[src/rtl/reg_write_scheduler_pkg.sv]
// Shared constants and grant encodings for the register-write scheduler.
package reg_write_scheduler_pkg;
   localparam int DATA_W = 8;
   localparam int ADDR_W = 3;
   localparam int NREG   = 8;

   typedef logic gnt_t;
   localparam gnt_t GNT_ALU = 1'b0;
   localparam gnt_t GNT_MEM = 1'b1;

   typedef logic [ADDR_W-1:0] addr_t;
   typedef logic [DATA_W-1:0] data_t;
endpackage

[src/rtl/reg_write_scheduler_if.sv]
// Requester handshakes, core check/stall signals and the reg_file write bus.
interface reg_write_scheduler_if;
   import reg_write_scheduler_pkg::*;

   logic                alu_valid;
   addr_t               alu_addr;
   data_t               alu_data;
   logic                alu_ready;
   logic                mem_valid;
   addr_t               mem_addr;
   data_t               mem_data;
   logic                mem_ready;
   logic                load_issue;
   addr_t               load_addr;
   logic                chk_en1;
   logic                chk_en2;
   addr_t               chk_addr1;
   addr_t               chk_addr2;
   logic                stall;
   logic                write;
   addr_t               inaddress;
   data_t               in_data;
   logic [NREG-1:0]     busy_mask;
   logic                err;

   // Core / requester side
   modport master (
      output alu_valid, alu_addr, alu_data, mem_valid, mem_addr, mem_data,
             load_issue, load_addr, chk_en1, chk_en2, chk_addr1, chk_addr2,
      input  alu_ready, mem_ready, stall, write, inaddress, in_data,
             busy_mask, err
   );

   // Scheduler side
   modport slave (
      input  alu_valid, alu_addr, alu_data, mem_valid, mem_addr, mem_data,
             load_issue, load_addr, chk_en1, chk_en2, chk_addr1, chk_addr2,
      output alu_ready, mem_ready, stall, write, inaddress, in_data,
             busy_mask, err
   );
endinterface

[src/rtl/reg_write_scheduler_wb_arb_rr2.sv]
// Two-requester round-robin arbiter; grants are one-hot, indexed by GNT_ALU/GNT_MEM.
module wb_arb_rr2
   import reg_write_scheduler_pkg::*;
(
   input  logic       clk_i,
   input  logic       reset_i,
   input  logic [1:0] valid_i,
   input  logic [1:0] elig_i,
   output logic [1:0] gnt_o
);
   gnt_t       last_q;
   logic [1:0] req;

   // A requester competes only when valid, eligible and not in reset
   always_comb begin
      req = valid_i & elig_i & {2{~reset_i}};
      gnt_o = '0;
      gnt_o[GNT_MEM] = req[GNT_MEM] & (~req[GNT_ALU] | (last_q == GNT_ALU));
      gnt_o[GNT_ALU] = req[GNT_ALU] & (~req[GNT_MEM] | (last_q == GNT_MEM));
   end

   // Pointer remembers the last winner; moves only when a grant (transfer) happens
   always_ff @(posedge clk_i) begin
      if (reset_i)               last_q <= GNT_ALU;
      else if (gnt_o[GNT_MEM])   last_q <= GNT_MEM;
      else if (gnt_o[GNT_ALU])   last_q <= GNT_ALU;
   end
endmodule

[src/rtl/reg_write_scheduler.sv]
// Owns the reg_file write port: arbitrates ALU vs load-return writes,
// tracks loads in flight and raises stall/error conditions.
module reg_write_scheduler
   import reg_write_scheduler_pkg::*;
(
   input  logic                  clk_i,
   input  logic                  reset_i,
   reg_write_scheduler_if.slave  bus
);
   logic [NREG-1:0] busy_q, busy_d;
   logic            err_q, err_d;
   logic            write_q, write_d;
   addr_t           addr_q, addr_d;
   data_t           data_q, data_d;
   logic [1:0]      valid, elig, gnt;

   // MEM is always eligible; ALU waits while its target has a load pending
   always_comb begin
      valid = '0;
      elig  = '0;
      valid[GNT_ALU] = bus.alu_valid;
      valid[GNT_MEM] = bus.mem_valid;
      elig[GNT_ALU]  = ~busy_q[bus.alu_addr];
      elig[GNT_MEM]  = 1'b1;
   end

   wb_arb_rr2 u_arb (
      .clk_i   (clk_i),
      .reset_i (reset_i),
      .valid_i (valid),
      .elig_i  (elig),
      .gnt_o   (gnt)
   );

   // Next write-port, scoreboard and error state; load set is applied last so it wins
   always_comb begin
      busy_d  = busy_q;
      err_d   = err_q;
      write_d = gnt[GNT_ALU] | gnt[GNT_MEM];
      addr_d  = addr_q;
      data_d  = data_q;
      if (gnt[GNT_MEM]) begin
         addr_d = bus.mem_addr;
         data_d = bus.mem_data;
         if (!busy_q[bus.mem_addr]) err_d = 1'b1;
         busy_d[bus.mem_addr] = 1'b0;
      end else if (gnt[GNT_ALU]) begin
         addr_d = bus.alu_addr;
         data_d = bus.alu_data;
      end
      if (bus.load_issue) begin
         if (busy_q[bus.load_addr]) err_d = 1'b1;
         busy_d[bus.load_addr] = 1'b1;
      end
   end

   // State registers; reset also discards any loads in flight
   always_ff @(posedge clk_i) begin
      if (reset_i) begin
         busy_q  <= '0;
         err_q   <= 1'b0;
         write_q <= 1'b0;
         addr_q  <= '0;
         data_q  <= '0;
      end else begin
         busy_q  <= busy_d;
         err_q   <= err_d;
         write_q <= write_d;
         addr_q  <= addr_d;
         data_q  <= data_d;
      end
   end

   // Outputs: ready is the grant itself; stall covers operand hazards and a blocked ALU
   always_comb begin
      bus.alu_ready = gnt[GNT_ALU];
      bus.mem_ready = gnt[GNT_MEM];
      bus.stall     = (bus.chk_en1 & busy_q[bus.chk_addr1])
                    | (bus.chk_en2 & busy_q[bus.chk_addr2])
                    | (bus.alu_valid & ~gnt[GNT_ALU]);
      bus.write     = write_q;
      bus.inaddress = addr_q;
      bus.in_data   = data_q;
      bus.busy_mask = busy_q;
      bus.err       = err_q;
   end
endmodule

[src/flat_wrapper.sv]
// flat-port wrapper written by rule: the top's interface ports become plain ports
module reg_write_scheduler_flat import reg_write_scheduler_pkg::*;
  (clk_i, reset_i, bus_alu_valid, bus_alu_addr, bus_alu_data, bus_mem_valid, bus_mem_addr, bus_mem_data, bus_load_issue, bus_load_addr, bus_chk_en1, bus_chk_en2, bus_chk_addr1, bus_chk_addr2, bus_alu_ready, bus_mem_ready, bus_stall, bus_write, bus_inaddress, bus_in_data, bus_busy_mask, bus_err);
  reg_write_scheduler_if bus_i ();
  input  logic clk_i;
  input  logic reset_i;
  input wire logic [$bits(bus_i.alu_valid)-1:0] bus_alu_valid;
  input wire logic [$bits(bus_i.alu_addr)-1:0] bus_alu_addr;
  input wire logic [$bits(bus_i.alu_data)-1:0] bus_alu_data;
  input wire logic [$bits(bus_i.mem_valid)-1:0] bus_mem_valid;
  input wire logic [$bits(bus_i.mem_addr)-1:0] bus_mem_addr;
  input wire logic [$bits(bus_i.mem_data)-1:0] bus_mem_data;
  input wire logic [$bits(bus_i.load_issue)-1:0] bus_load_issue;
  input wire logic [$bits(bus_i.load_addr)-1:0] bus_load_addr;
  input wire logic [$bits(bus_i.chk_en1)-1:0] bus_chk_en1;
  input wire logic [$bits(bus_i.chk_en2)-1:0] bus_chk_en2;
  input wire logic [$bits(bus_i.chk_addr1)-1:0] bus_chk_addr1;
  input wire logic [$bits(bus_i.chk_addr2)-1:0] bus_chk_addr2;
  output wire logic [$bits(bus_i.alu_ready)-1:0] bus_alu_ready;
  output wire logic [$bits(bus_i.mem_ready)-1:0] bus_mem_ready;
  output wire logic [$bits(bus_i.stall)-1:0] bus_stall;
  output wire logic [$bits(bus_i.write)-1:0] bus_write;
  output wire logic [$bits(bus_i.inaddress)-1:0] bus_inaddress;
  output wire logic [$bits(bus_i.in_data)-1:0] bus_in_data;
  output wire logic [$bits(bus_i.busy_mask)-1:0] bus_busy_mask;
  output wire logic [$bits(bus_i.err)-1:0] bus_err;
  assign bus_i.alu_valid = bus_alu_valid;
  assign bus_i.alu_addr = bus_alu_addr;
  assign bus_i.alu_data = bus_alu_data;
  assign bus_i.mem_valid = bus_mem_valid;
  assign bus_i.mem_addr = bus_mem_addr;
  assign bus_i.mem_data = bus_mem_data;
  assign bus_i.load_issue = bus_load_issue;
  assign bus_i.load_addr = bus_load_addr;
  assign bus_i.chk_en1 = bus_chk_en1;
  assign bus_i.chk_en2 = bus_chk_en2;
  assign bus_i.chk_addr1 = bus_chk_addr1;
  assign bus_i.chk_addr2 = bus_chk_addr2;
  assign bus_alu_ready = bus_i.alu_ready;
  assign bus_mem_ready = bus_i.mem_ready;
  assign bus_stall = bus_i.stall;
  assign bus_write = bus_i.write;
  assign bus_inaddress = bus_i.inaddress;
  assign bus_in_data = bus_i.in_data;
  assign bus_busy_mask = bus_i.busy_mask;
  assign bus_err = bus_i.err;
  reg_write_scheduler u_core (.clk_i(clk_i), .reset_i(reset_i), .bus(bus_i));
endmodule
[config.mk]
export PLATFORM = sky130hd
export DESIGN_NAME = reg_write_scheduler_flat
export DESIGN_NICKNAME = d
export VERILOG_FILES = /design/src/rtl/reg_write_scheduler_pkg.sv /design/src/rtl/reg_write_scheduler_if.sv /design/src/rtl/reg_write_scheduler_wb_arb_rr2.sv /design/src/rtl/reg_write_scheduler.sv /design/src/flat_wrapper.sv
export SDC_FILE = /design/constraint.sdc
export NUM_CORES = 1
export LEC_CHECK = 0
export ABC_AREA = 1
export CAP_MARGIN = 20
export CORE_MARGIN = 5
export CORE_UTILIZATION = 43
export CTS_CLUSTER_DIAMETER = 30
export DETAILED_ROUTE_END_ITERATION = 10
export GPL_ROUTABILITY_DRIVEN = 0
export GPL_TIMING_DRIVEN = 0
export PLACE_DENSITY = 0.83
export SYNTH_ARGS = -nofsm -noshare
export SYNTH_HDL_FRONTEND = slang
export SYNTH_SLANG_ARGS = --single-unit
[constraint.sdc]
create_clock -name clk_i -period 1.7 [get_ports clk_i]
set_input_delay 0.17 -clock clk_i [delete_from_list [all_inputs] [get_ports clk_i]]
set_output_delay 0.17 -clock clk_i [all_outputs]
set_load 0.1 [all_outputs]
==> Word-level counts from Yosys, hierarchy flattened <==
Index checks and enable logic that the tools add are counted.
{ "classes": {"n_mux": 26, "add_sub_neg": 0, "shift": 0, "magnitude_cmp": 7, "div": 0, "eq_ne": 0, "mul": 0, "reduce_logical": 3, "bitwise_logic": 21} }
{ "ops": {"columns": ["op", "n"], "rows": [
  ["2-to-1 mux 8 bit", 4],
  ["< comparator 3 x 4 -> 1 bit (second input constant)", 5],
  ["binary-select mux 1 bit (select 3 bit)", 5],
  ["2-to-1 mux 1 bit", 13],
  ["bitwise AND 8 bit", 1],
  ["inverter 8 bit", 1],
  ["OR 8 bit", 1],
  ["demux 1 bit (select 3 bit)", 2],
  ["greater-or-equal comparator 3 x 1 -> 1 bit (second input constant)", 2],
  ["2-to-1 mux 3 bit", 2],
  ["inverter 1 bit", 6],
  ["bitwise AND 1 bit", 5],
  ["OR 1 bit", 5],
  ["bitwise AND 2 bit", 2],
  ["logical AND 1 bit", 2],
  ["nonzero test 2 bit", 1]
]} }
{ "word_totals": {"mem_count": 0, "register_bits": 22, "word_cells": 63, "out_inout_bits": 24, "ramBits": 0, "latch_bits": 0, "rom_bits": 0, "in_bits": 38} }

==> Longest topological paths before layout <==
Gate-level depths: netlist of the first run.
{ "logic_depth": {"ltp_word": 11, "depth_mapped": 11, "depth_no_buf": 11} }

==> By module <==
From an unflattened synthesis of the first run, not the netlist that was laid out.
{ "unflattened": {"cells_unflattened": 234, "hier_area_um2": 1408.9} }
{ "modules_own_cells": {"columns": ["mod", "cells_per_inst", "instances", "area_each_um2"], "rows": [
  ["reg_write_scheduler", 220, 1, 1318.8],
  ["wb_arb_rr2", 14, 1, 90.1]
]} }

==> Worst setup path after synthesis of the first run <==
No wires, ideal clock.
{ "synth_timing": {"path_kind": "reg-to-output", "from": "reg u_core.busy_q[5], in the netlist u_core.bus.busy_mask[5]", "to": "out bus_stall", "t_arrival_ns": 3.714, "required_time_ns": 1.530, "path_stages_with_launch": 10, "slack_ns": -2.184, "n_path_buf": 1, "path_cell_list": "dfxtp_1 inv_1 nand2_1 nand3_1 nand2_1 nand2_2 nand4_4 buf_6 inv_1 o211ai_1"} }
{ "synth_between": {"elab_chain_cells": 9, "word_cells_on_any_way": 16, "classes_between": "6 x mux; 10 x bitwise"} }
{ "synth_lines": {"columns": ["element", "line_no", "rtl"], "rows": [
  ["start, declared", "reg_write_scheduler.sv:10", "logic [NREG-1:0] busy_q, busy_d;"],
  ["start signal, assigned", "reg_write_scheduler.sv:66", "busy_q <= busy_d;"],
  ["binary-select mux 1 bit (select 3 bit)", "reg_write_scheduler.sv:23", "elig[GNT_ALU] = ~busy_q[bus.alu_addr];"],
  ["2-to-1 mux 1 bit (not written as such)", "reg_write_scheduler.sv:23", null],
  ["inverter 1 bit", "reg_write_scheduler.sv:23", null],
  ["bitwise AND 2 bit (2 in series)", "reg_write_scheduler_wb_arb_rr2.sv:16", "req = valid_i & elig_i & {2{~reset_i}};"],
  ["bitwise AND 1 bit", "reg_write_scheduler_wb_arb_rr2.sv:19", "gnt_o[GNT_ALU] = req[GNT_ALU] & (~req[GNT_MEM] | (last_q == GNT_MEM));"],
  ["net bus_alu_ready", "flat_wrapper.sv:19", "output wire logic [$bits(bus_i.alu_ready)-1:0] bus_alu_ready;"],
  ["inverter 1 bit", "reg_write_scheduler.sv:80", "| (bus.alu_valid & ~gnt[GNT_ALU]);"],
  ["bitwise AND 1 bit", "reg_write_scheduler.sv:80", null],
  ["OR 1 bit", "reg_write_scheduler.sv:80", null],
  ["end, declared", "flat_wrapper.sv:21", "output wire logic [$bits(bus_i.stall)-1:0] bus_stall;"]
]} }
The timed path passes the listed nets, and every way through them passes these cells. The select of a mux whose other input is x is not followed.

==> Final worst setup path of the first run <==
{ "layout_timing": {"from": "reg u_core.busy_q[4], in the netlist u_core.bus.busy_mask[4]", "to": "out bus_stall"} }
{ "layout_between": {"elab_chain_cells": 9, "word_cells_on_any_way": 16, "classes_between": "6 x mux; 10 x bitwise"} }
{ "layout_lines": {"columns": ["element", "line_no"], "rows": [
  ["binary-select mux 1 bit (select 3 bit)", "reg_write_scheduler.sv:23"],
  ["2-to-1 mux 1 bit (not written as such)", "reg_write_scheduler.sv:23"],
  ["inverter 1 bit", "reg_write_scheduler.sv:23"],
  ["bitwise AND 2 bit (2 in series)", "reg_write_scheduler_wb_arb_rr2.sv:16"],
  ["bitwise AND 1 bit", "reg_write_scheduler_wb_arb_rr2.sv:19"],
  ["inverter 1 bit", "reg_write_scheduler.sv:80"],
  ["bitwise AND 1 bit", "reg_write_scheduler.sv:80"],
  ["OR 1 bit *", "reg_write_scheduler.sv:80"]
]} }
Mark *: on every way between the ends. The rest lies on a longest branch, timed or not. The select of a mux whose other input is x is not followed.

==> metrics.txt, run 1 <==
standard-cell row count=21; initial antenna violation count=0; post-synthesis sequential area ratio=0.288; post-synth net total=278; post-DR wirelength/cell=13.6 um; worst setup slack for register-to-register paths=0.12 ns; slew of the pin with the lowest slew margin=0.963 ns; global routing usage on met1=0.227; post-synthesis share of cell area spent on xor and xnor gates=0; type of the setup path with the least slack=register to primary output; ratio of routed vias to standard cells=about 5.2; post-synthesis area per instance=between 6 and 7 sq um; aggregate global-route resource usage=0.199; Cell Int Power=between 1 and 1.5 mW; largest net degree at the start of global routing=14; skew final=0.00434 ns; hold_ws=roughly 0.23 ns; final period utilization=1.13; crit path DAT=1.75 ns; Max FO, Critical Path=4; insertion delay of the later-clocked pin in the worst-skew pair=0.32 ns; Area Overhead vs Synth=58.3%; mux cell area share after synthesis=0; worst slew margin relative to its limit=0.361; HPWL reported at the end of detailed placement=3.43 mm; proportion of power drawn by the clock network=0.222; First DRT Iteration DRCs=96; max_cap viols=0; startpoint types=register; via total after detailed routing=1910; CTS tree=done; area of the mapped netlist=1530 sq um; simple-gate share of the synthesized area=0.327; Final Instance Count excl. Fillers=370; count of different cell masters after synthesis=22; clock root buffer=clkbuf_4; Top-Level Pins=between 60 and 70; post-synthesis cell type with the largest combined area=dfxtp_1; violations in the final reports=setup timing; filler cell count in the final layout=305; most utilized layer in the global route result=met2; most used cells in the layout excluding fill and tap cells=nand2_1, a21oi_1, clkdlybuf4s50_1; first-pass GRT wire length=7.92 mm; Tightest Hold Check Type=input pin to register; Worst-path clk slew=~0.13 ns; share of Yosys cell area claimed by the top area cell type=0.288; Area contributors post-synth=dfxtp_1, a21oi_1, nand3_1, o21ai_0, inv_1; share of final-layout standard cells stronger than drive strength 1=0.278; DRT Pass-1 Iters=4; Seq pwr share=0.314; clock tree buffer depth=2; met2 track demand over resource=0.344; Port Buffers=60; power share of the combinational group=0.464; nets=approximately 360; wire length reported by the detailed router=5.03 mm; clock buffer count from CTS=3; max-slew violation total from the final report=0; placed instance count=between 300 and 400; Chip Width=slightly below 70 um; final setup margin=-0.215 ns; Sw Share=0.441; post-layout total power=about 1.9 mW; unrepaired setup endpoints after global routing=yes; largest voltage drop on the vdd net=between 0.0006 and 0.0007 V; via count of the first global-routing pass=~1800; total setup violations reported at the end of the flow=3; crit path time final=1.92 ns; highest achievable clock rate=between 500 and 600 MHz; result of the run=complete, but fails checks; total number of H-tree levels=1; arithmetic-cell share of the synthesized area counting full adders, half adders and majority gates=0; compound-gate portion of the synthesized area=0.245; Req. time, crit path=1.53 ns; initial standard-cell utilization of the core=0.451; die area=around 4800 sq um; dpl ws=-1.41 ns; cts hold-fix bufs=0; warning count from the yosys run=0; flops & latches, synth=22; count of antenna diodes in the layout=0; clock net sink count=22; met3 track utilization from global routing=0.0681; kind of end point of the critical path=primary output; static leakage=1.14 nW; combinational family with the most area after synthesis=simple AND/OR/NAND/NOR gates; DRT antenna net count=0; Switch Pwr=0.822 mW; total congestion overflow=0; Std-Cell Core Area=3390 sq um; power per cell area=771 nW/um^2; post-synthesis cell count=240; DR DRC count=0; final hold violation count=0; overall die height=69.6 um
==> worst paths after layout <==
check / startpoint / to / cells past startpoint
setup / recovery: u_core.bus.busy_mask[4] / bus_stall / 9
hold / removal: bus_load_issue / u_core.bus.busy_mask[0] / 3
setup reg to reg: u_core.bus.busy_mask[5] / u_core.bus.inaddress[1] / 13
hold reg to reg: u_core.bus.in_data[5] / u_core.bus.in_data[5] / 2
==> cell type report <==
class | count | area (sq um) | area share
multi-input cells | 170 | 900 | 0.372
repair buffers | 81 | 726 | 0.300
flip-flops and latches | 22 | 470 | 0.194
inverters | 39 | 165 | 0.0683
well taps | 46 | 57.6 | 0.0238
plain buffers | 8 | 48.8 | 0.0202
clock inverters | 1 | 30.0 | 0.0124
clock buffers | 3 | 22.5 | 0.00931
==> critical path, cell delays in order (launching register included) <==
cell and delay [ns]:
dfxtp_4 0.40, inv_2 0.03, nand2_1 0.05, nand3_1 0.08, nand2_1 0.10, nand2_2 0.08
nand4_4 0.11, clkinvlp_4 0.11, o211ai_1 0.21, buf_6 0.25
==> per-stage QoR <==
step | instance area (sq um) | setup TNS (ns) | util
after floorplan | 1570 | -1.68 | -
after global placement | 2230 | -6.71 | 0.657
after detailed placement | 2230 | -7.17 | 0.657
after CTS | 2380 | -0.366 | 0.703
after global routing | 2420 | -0.651 | 0.714
final | 2420 | -0.487 | 0.714
==> power groups by stage <==
stage,Sequential [mW],Combinational (mW),Clock (mW)
floorplan,0.936,0.257,0
global placement,0.599,0.838,0
detailed placement,0.602,0.841,0
CTS,0.588,0.851,0.419
global route,0.592,0.919,0.429
finish,0.586,0.865,0.413
==> repair_timing <==
item	4_1_cts	5_1_grt
gates cloned	0	1
endpoints found under the setup margin	24	17
setup buffers	10	10
gates resized for setup	80	19
pin swaps	4	10
endpoints found under the hold margin	0	0
==> synthesized netlist by cell type <==
master / instances
dfxtp_1: 22
nand4_1: 1
a21oi_1: 33
nor2_1: 18
nand2_2: 3
o211ai_1: 8
clkbuf_2: 1
clkbuf_1: 2
inv_4: 1
nand2_1: 36
nand4_4: 1
buf_6: 3
nand3_1: 30
nand2_4: 3
buf_2: 2
nor2_2: 1
buf_1: 1
clkinv_4: 1
inv_1: 36
o21ai_0: 30
inv_2: 1
nand3_2: 6
==> cell families (layout without fill, tap and decap cells) <==
logic type | count (synthesis) | in the layout
compound gates | 71 | 71
buf+inv | 48 | 132
simple gates | 99 | 99
flops | 22 | 22
==> flip-flops by register name (all words and copies together) (netlist names) <==
register,flops
u_core.bus.busy_mask,8
u_core.bus.err,1
u_core.bus.in_data,8
u_core.bus.inaddress,3
u_core.bus.write,1
u_core.u_arb.last_q,1
==> layer usage <==
metal,vias to the layer above,share of wire,wire length [um]
li1,969,-,-
met1,840,0.40,2000
met2,87,0.48,2390
met3,14,0.096,483
met4,0,0.030,151
met5,-,0,0
No activity file was read; power rests on OpenSTA's default activity.
==> run 2: changes to the inputs <==
--- a/config.mk
+++ b/config.mk
@@ -7,13 +7,15 @@
 export LEC_CHECK = 0
 export ABC_AREA = 1
 export CAP_MARGIN = 20
-export CORE_MARGIN = 5
+export CORE_ASPECT_RATIO = 1.5
+export CORE_MARGIN = 1.5
 export CORE_UTILIZATION = 43
 export CTS_CLUSTER_DIAMETER = 30
 export DETAILED_ROUTE_END_ITERATION = 10
 export GPL_ROUTABILITY_DRIVEN = 0
 export GPL_TIMING_DRIVEN = 0
 export PLACE_DENSITY = 0.83
+export SKIP_LAST_GASP = 1
 export SYNTH_ARGS = -nofsm -noshare
 export SYNTH_HDL_FRONTEND = slang
 export SYNTH_SLANG_ARGS = --single-unit
==> run 2 against run 1 <==
Effect of this change:
- the run still ends with setup timing left
- sequential power barely moved
- sequential share of layout area rose by 0.13 points
- first-iteration DRC count fell by 47%
- critical path depth did not move
- final cell count fell by 2.2%
- highest routed layer unchanged
==> metrics.txt, run 2 (same netlist as run 1, synthesis figures left out) <==
final period utilization=1.09 (-0.0359); maximum cell stage delay along the critical path=0.37 ns (-0.03 ns); kind of end point of the critical path=primary output; total number of H-tree levels=1 (unchanged); HPWL reported at the end of detailed placement=3.41 mm (-0.47%); nets=359 (-1.1%); wire length reported by the detailed router=4.90 mm (-2.4%); cell family with the largest share of critical-path delay=buffers and inverters; standard-cell row count=26 (+24%); overall die height=76.0 um (+9.2%); most used cells in the layout excluding fill and tap cells=a21oi_1, nand2_1, clkdlybuf4s50_1; Chip Width=51.7 um (-26%); Area Overhead vs Synth=57.2%; worst slew margin relative to its limit=0.350 (-0.0107); setup TNS=-0.207 ns (+0.280 ns); Worst-path clk slew=0.08 ns (-0.05 ns); static leakage=1.16 nW (+1.6%); type of the setup path with the least slack=register to primary output; skew final=0.00328 ns (-0.00106 ns); initial standard-cell utilization of the core=0.448 (-0.00347); post-layout total power=1.79 mW (-4.1%); Worst Hold Launch=bus_alu_addr[0]; clock net sink count=22 (unchanged); Tightest Hold Check Type=input pin to register; slew of the pin with the lowest slew margin=0.979 ns (+0.0162 ns); cell with the most instances on the worst path=nand2_2; startpoint types=register; Final Instance Count excl. Fillers=362 (-2.2%); CP max-delay cell=dfxtp_4; final setup margin=-0.154 ns (+0.0610 ns); highest achievable clock rate=539 MHz (+3.3%); First DRT Iteration DRCs=51 (-47%); commonest non-fill, non-tap cell in the layout=a21oi_1; Std-Cell Core Area=3420 sq um (+0.78%); largest voltage drop on the vdd net=0.000689 V (+7.7%); via total after detailed routing=1924 (+0.73%); ordered list of cells on the worst path=inv_4 -> nand2_2 -> nand3_2 -> nand2_2 -> nand2_2 -> nand4_4 -> clkinvlp_4 -> o211ai_1 -> buf_6; count of antenna diodes in the layout=0 (unchanged); insertion delay of the later-clocked pin in the worst-skew pair=0.27 ns (-0.05 ns); clock buffer count from CTS=3 (unchanged); Req. time, crit path=1.53 ns (about the same); die area=3930 sq um (-19%); DRT antenna net count=0 (unchanged); unrepaired setup endpoints after global routing=yes; via count of the first global-routing pass=1840 (+4.8%); result of the run=complete, but fails checks; clock root buffer=clkbuf_8; crit path DAT=1.68 ns (-0.07 ns); initial antenna violation count=0 (unchanged); DRT Pass-1 Iters=4 (unchanged); largest net degree at the start of global routing=13 (-1); Crit. Startpoint=u_core.bus.busy_mask[1]; total congestion overflow=0 (unchanged); post-DR wirelength/cell=13.5 um (-0.29%); Port Buffers=60 (unchanged); violations in the final reports=setup timing; CTS tree=done; placed instance count=342 (-1.2%); aggregate global-route resource usage=0.256 (+0.0572); first-pass GRT wire length=7.95 mm (+0.34%); Top-Level Pins=62 (unchanged); crit path time final=1.85 ns (-0.0610 ns); max_cap viols=0 (unchanged); final hold violation count=0 (unchanged); DR DRC count=0 (unchanged); hold_ws=0.259 ns (+0.0259 ns); share of final-layout standard cells stronger than drive strength 1=0.219 (-0.0590); total setup violations reported at the end of the flow=3 (unchanged); Max FO, Critical Path=6 (+2); launching point of the worst reg2reg path=u_core.bus.busy_mask[1]; Buffers & Inverters on Critical Path=3 (unchanged); max-slew violation total from the final report=0 (unchanged); clock tree buffer depth=2 (unchanged); power per cell area=744 nW/um^2 (-3.4%); ratio of routed vias to standard cells=5.31 (+3.0%)
## run 2: cell count changes in the layout (fill, tap and decap cells not counted), moves of 3 or more
cell,change
clkdlybuf4s15_2,-6
clkbuf_4,-3
dlygate4sd2_1,+16
clkbuf_2,-9
clkbuf_8,+3
## run 2: path summary, 6_finish.rpt
path / depth (start not counted) / slack (ns) / to
setup / recovery: 9 / -0.15 / bus_stall
hold / removal: 3 / 0.26 / u_core.bus.inaddress[0]
setup reg to reg: 13 / 0.01 / u_core.bus.inaddress[1]
hold reg to reg: 2 / 0.51 / u_core.bus.busy_mask[6]
## run 2: power by group
group | internal [mW] | total, mW | switching, mW | leakage [nW]
sequential | 0.557 | 0.589 | 0.0321 | 0.189
combinational | 0.248 | 0.863 | 0.616 | 0.948
clock | 0.162 | 0.336 | 0.175 | 0.0231
total | 0.966 | 1.79 | 0.823 | 1.16
## run 2: area by class of cell
cell class | count | area [sq um]
Fill cell | 311 | 1010
Multi-Input combinational cell | 170 | 905
Timing Repair Buffer | 77 | 714
Sequential cell | 22 | 470
Inverter | 39 | 168
Tap cell | 42 | 52.6
Buffer | 8 | 48.8
Clock buffer | 3 | 41.3
Clock inverter | 1 | 3.75
## run 2: repair_timing
action / CTS / global route
endpoints found under the setup margin: 24 / 6
setup buffers: 4 / 13
gates resized for setup: 50 / 19
pin swaps: 2 / 10
hold buffers: 0 / 0
## run 2: routing by layer
| metal | up-vias | track usage | wire length (um) |
|---|---|---|---|
| li1 | 955 | - | - |
| met1 | 867 | 0.300 | 1930 |
| met2 | 83 | 0.462 | 2550 |
| met3 | 19 | 0.0294 | 226 |
| met4 | 0 | 0.0921 | 202 |
| met5 | - | 0 | 0 |
## run 2: worst reg2reg max path, stage by stage, from the launching register on
cell and delay (ns):
dfxtp_4 0.37, inv_4 0.09, nand2_2 0.07, nand3_2 0.08, nand2_2 0.06, nand2_2 0.10, nand4_4 0.11, buf_4 0.16
buf_4 0.13, buf_6 0.14, nand3_1 0.10, nand3_1 0.09, nand2_1 0.07, inv_1 0.04
## run 2: metrics by stage
stage | area, sq um | utilization | worst slack [ns]
2_1_floorplan | 1570 | - | -1.62
3_3_place_gp | 2220 | 0.650 | -1.40
3_5_place_dp | 2220 | 0.650 | -1.40
4_1_cts | 2280 | 0.668 | -0.254
5_1_grt | 2400 | 0.704 | -0.235
6_report | 2400 | 0.704 | -0.154
==> run 3: changes to the inputs <==
--- a/config.mk
+++ b/config.mk
@@ -5,16 +5,15 @@
 export SDC_FILE = /design/constraint.sdc
 export NUM_CORES = 1
 export LEC_CHECK = 0
-export ABC_AREA = 1
 export CAP_MARGIN = 20
 export CORE_ASPECT_RATIO = 1.5
 export CORE_MARGIN = 1.5
-export CORE_UTILIZATION = 43
+export CORE_UTILIZATION = 41
 export CTS_CLUSTER_DIAMETER = 30
 export DETAILED_ROUTE_END_ITERATION = 10
 export GPL_ROUTABILITY_DRIVEN = 0
 export GPL_TIMING_DRIVEN = 0
-export PLACE_DENSITY = 0.83
+export PLACE_DENSITY = 0.82
 export SKIP_LAST_GASP = 1
 export SYNTH_ARGS = -nofsm -noshare
 export SYNTH_HDL_FRONTEND = slang
==> run 3 against run 2 <==
Effect of this change:
- the run still ends with setup timing left
- global-route usage up 1.5 points
- setup slack worse by 0.17 ns
- clock-buffer cell count up 1
- synthesized cell count down 46%
- hold slack better by 0.036 ns
- critical path depth down 4
- clock skew up 0.00062 ns
- non-clock buffer count down 1
- power down 4.5%
- utilization up 8.1 points
- largest cell class unchanged
- register-to-register slack worse by 0.17 ns
==> metrics.txt, run 3 <==
worst setup path end=bus_stall; Tightest Hold Check Type=input pin to register; Crit. Startpoint=u_core.bus.busy_mask[3]; crit path time final=2.02 ns (+0.167 ns); CP max-delay cell=mux4_2; post-DR wirelength/cell=20.7 um (+53%); final setup margin=-0.322 ns (-0.167 ns); nets=246 (-31%); hold_ws=0.295 ns (+0.0358 ns); most frequent cells after synthesis=dfxtp_1, a21oi_1, a221o_1, mux4_2; type of the setup path with the least slack=register to primary output; largest net degree at the start of global routing=13 (unchanged); commonest non-fill, non-tap cell in the layout=clkdlybuf4s50_1; Reg area=470 sq um (unchanged); violations in the final reports=setup timing; Switch Pwr=0.696 mW (-15%); via total after detailed routing=1533 (-20%); total number of H-tree levels=1 (unchanged); ratio of routed vias to standard cells=6.21 (+17%); result of the run=complete, but fails checks; overall die height=73.6 um (-3.2%); ordered list of cells on the worst path=mux4_2 -> mux2_2 -> a22oi_2 -> o21ai_4 -> buf_12; DRT antenna net count=0 (unchanged); CTS tree=done; post-synth net total=167 (-40%); Max FO, Critical Path=7 (+1); cts hold-fix bufs=0 (unchanged); cell count of the worst reg-to-reg path=8 (-5); Seq pwr share=0.335 (+0.006); filler cell count in the final layout=184 (-41%); clock buffer count from CTS=3 (unchanged); skew final=0.00390 ns (+0.000625 ns); clock root buffer=clkbuf_8; standard-cell row count=25 (-3.8%); final hold violation count=0 (unchanged); max_cap viols=0 (unchanged); max-slew violation total from the final report=0 (unchanged); crit path DAT=1.85 ns (+0.17 ns); area used by multi-input combinational logic=1110 sq um (+22%); largest voltage drop on the vdd net=0.000487 V (-29%); kind of end point of the critical path=primary output; most used cells in the layout excluding fill and tap cells=clkdlybuf4s50_1, dlygate4sd2_1, dfxtp_1; clock tree buffer depth=2 (unchanged); highest achievable clock rate=495 MHz (-8.3%); power per cell area=689 nW/um^2 (-7.5%); via count of the first global-routing pass=1557 (-15%); most frequently used cell type in the post-synthesis netlist=dfxtp_1; launching point of the worst reg2reg path=u_core.bus.busy_mask[6]; first-pass GRT wire length=7.52 mm (-5.4%); final period utilization=1.19 (+0.0985); aggregate global-route resource usage=0.271 (+0.0151); Cell Int Power=1.01 mW (+4.7%); Worst-path clk slew=0.08 ns (about the same); post-synthesis cell count=129 (-46%); startpoint types=register; Post-synth ARST share=0 (unchanged); Req. time, crit path=1.53 ns (about the same); First DRT Iteration DRCs=63 (+24%); count of antenna diodes in the layout=0 (unchanged); HPWL reported at the end of detailed placement=3.00 mm (-12%); share of Yosys cell area claimed by the top area cell type=0.323 (+0.0349); initial standard-cell utilization of the core=0.432 (-0.0159); warning count from the yosys run=0 (unchanged); Top-Level Pins=62 (unchanged); count of different cell masters after synthesis=34 (+55%); total setup violations reported at the end of the flow=17 (+14); number of enable-type register cells in the synthesized netlist=0 (unchanged); die area=3690 sq um (-6.1%); area of the mapped netlist=1360 sq um (-11%); worst slew margin relative to its limit=0.352 (+0.00261); Std-Cell Core Area=3160 sq um (-7.5%); wire length reported by the detailed router=5.11 mm (+4.1%); Port Buffers=56 (-6.7%); slew of the pin with the lowest slew margin=0.975 ns (-0.00393 ns); dominant register cell in the synthesized netlist=dfxtp_1; DRT Pass-1 Iters=4 (unchanged); worst setup slack for register-to-register paths=-0.16 ns (-0.17 ns); Crit Reg-Reg Endpoint=u_core.bus.in_data[2]; Sw Share=0.408 (-0.0523); static leakage=0.962 nW (-17%); total congestion overflow=0 (unchanged); power share of the combinational group=0.442 (-0.041); post-synthesis sequential area ratio=0.323 (+0.0349); flops & latches, synth=22 (unchanged); Chip Width=50.1 um (-3.1%); unrepaired setup endpoints after global routing=yes; post-synthesis area per instance=10.6 sq um (+66%); post-layout total power=1.71 mW (-4.5%); clock net sink count=22 (unchanged); maximum cell stage delay along the critical path=0.46 ns (+0.09 ns); post-synthesis cell type with the largest combined area=dfxtp_1; initial antenna violation count=0 (unchanged); proportion of power drawn by the clock network=0.223 (+0.035); Area Overhead vs Synth=81.8%; Area contributors post-synth=dfxtp_1, mux4_2, nor4b_2, a221o_1, a21oi_1; DR DRC count=0 (unchanged); share of final-layout standard cells stronger than drive strength 1=0.425 (+0.206); insertion delay of the later-clocked pin in the worst-skew pair=0.26 ns (about the same)
==> run 3: layer usage <==
layer  GRT usage  share of wire  vias up
li1            -              -      681
met1       0.274           0.34      732
met2       0.531           0.54       98
met3      0.0203          0.067       22
met4       0.154          0.046        0
met5           0              0        -
==> run 3: how the worst min path moves through the flow <==
stage	startpoint	to	slack [ns]	depth (start not counted)
6_report	bus_alu_addr[0]	u_core.bus.inaddress[0]	0.29	3
5_1_grt	bus_alu_addr[0]	u_core.bus.inaddress[0]	0.29	3
4_1_cts	bus_alu_addr[0]	u_core.bus.inaddress[0]	0.24	3
3_5_place_dp	u_core.bus.in_data[6]	u_core.bus.in_data[6]	0.47	1
3_3_place_gp	u_core.bus.in_data[3]	u_core.bus.in_data[3]	0.47	1
2_1_floorplan	bus_load_addr[0]	u_core.bus.busy_mask[1]	0.31	2
==> run 3: power by group through the flow <==
stage          Combinational, mW  Sequential [mW]  Clock, mW
2_1_floorplan              0.211            0.830          0
6_report                   0.755            0.572      0.380
4_1_cts                    0.718            0.568      0.375
3_5_place_dp               0.657            0.585          0
5_1_grt                    0.780            0.576      0.414
3_3_place_gp               0.649            0.584          0
==> run 3: critical path: cells and delay by family, from the launching register on <==
| kind | cells | cell delay [ns] |
|---|---|---|
| flops | 1 | 0.37 |
| mux | 2 | 0.74 |
| buf+inv | 1 | 0.17 |
| compound gates | 2 | 0.30 |
==> run 3: final cells by class <==
class,count,area share
inverters,3,0.00454
multi-input cells,94,0.447
plain buffers,10,0.0303
flip-flops and latches,22,0.190
clock buffers,4,0.0222
repair buffers,74,0.287
well taps,40,0.0202
==> run 3: logic make-up (layout without fill, tap and decap cells) <==
family	after synthesis	count (layout)	synth area share
and+or+nand+nor	42	42	0.211
AOI/OAI and AO/OA	36	36	0.216
DFF	22	22	0.323
muxes	16	16	0.198
buffers and inverters	13	91	0.0523
==> run 3: metrics by stage <==
stage | instance area, sq um | cells | utilization | setup TNS (ns) | worst slack (ns)
2_1_floorplan | 1450 | 129 | - | -5.67 | -0.671
3_3_place_gp | 2060 | 225 | 0.651 | -9.04 | -1.31
3_5_place_dp | 2060 | 225 | 0.651 | -10.15 | -1.37
4_1_cts | 2390 | 248 | 0.757 | -1.97 | -0.341
5_1_grt | 2480 | 247 | 0.785 | -2.71 | -0.375
6_report | 2480 | 247 | 0.785 | -1.80 | -0.322
==> run 3: timing repair <==
action	in CTS	in global routing
gates resized for setup	71	38
setup endpoints to repair	37	30
pin swaps	19	11
setup buffers	18	0
cloned	1	0
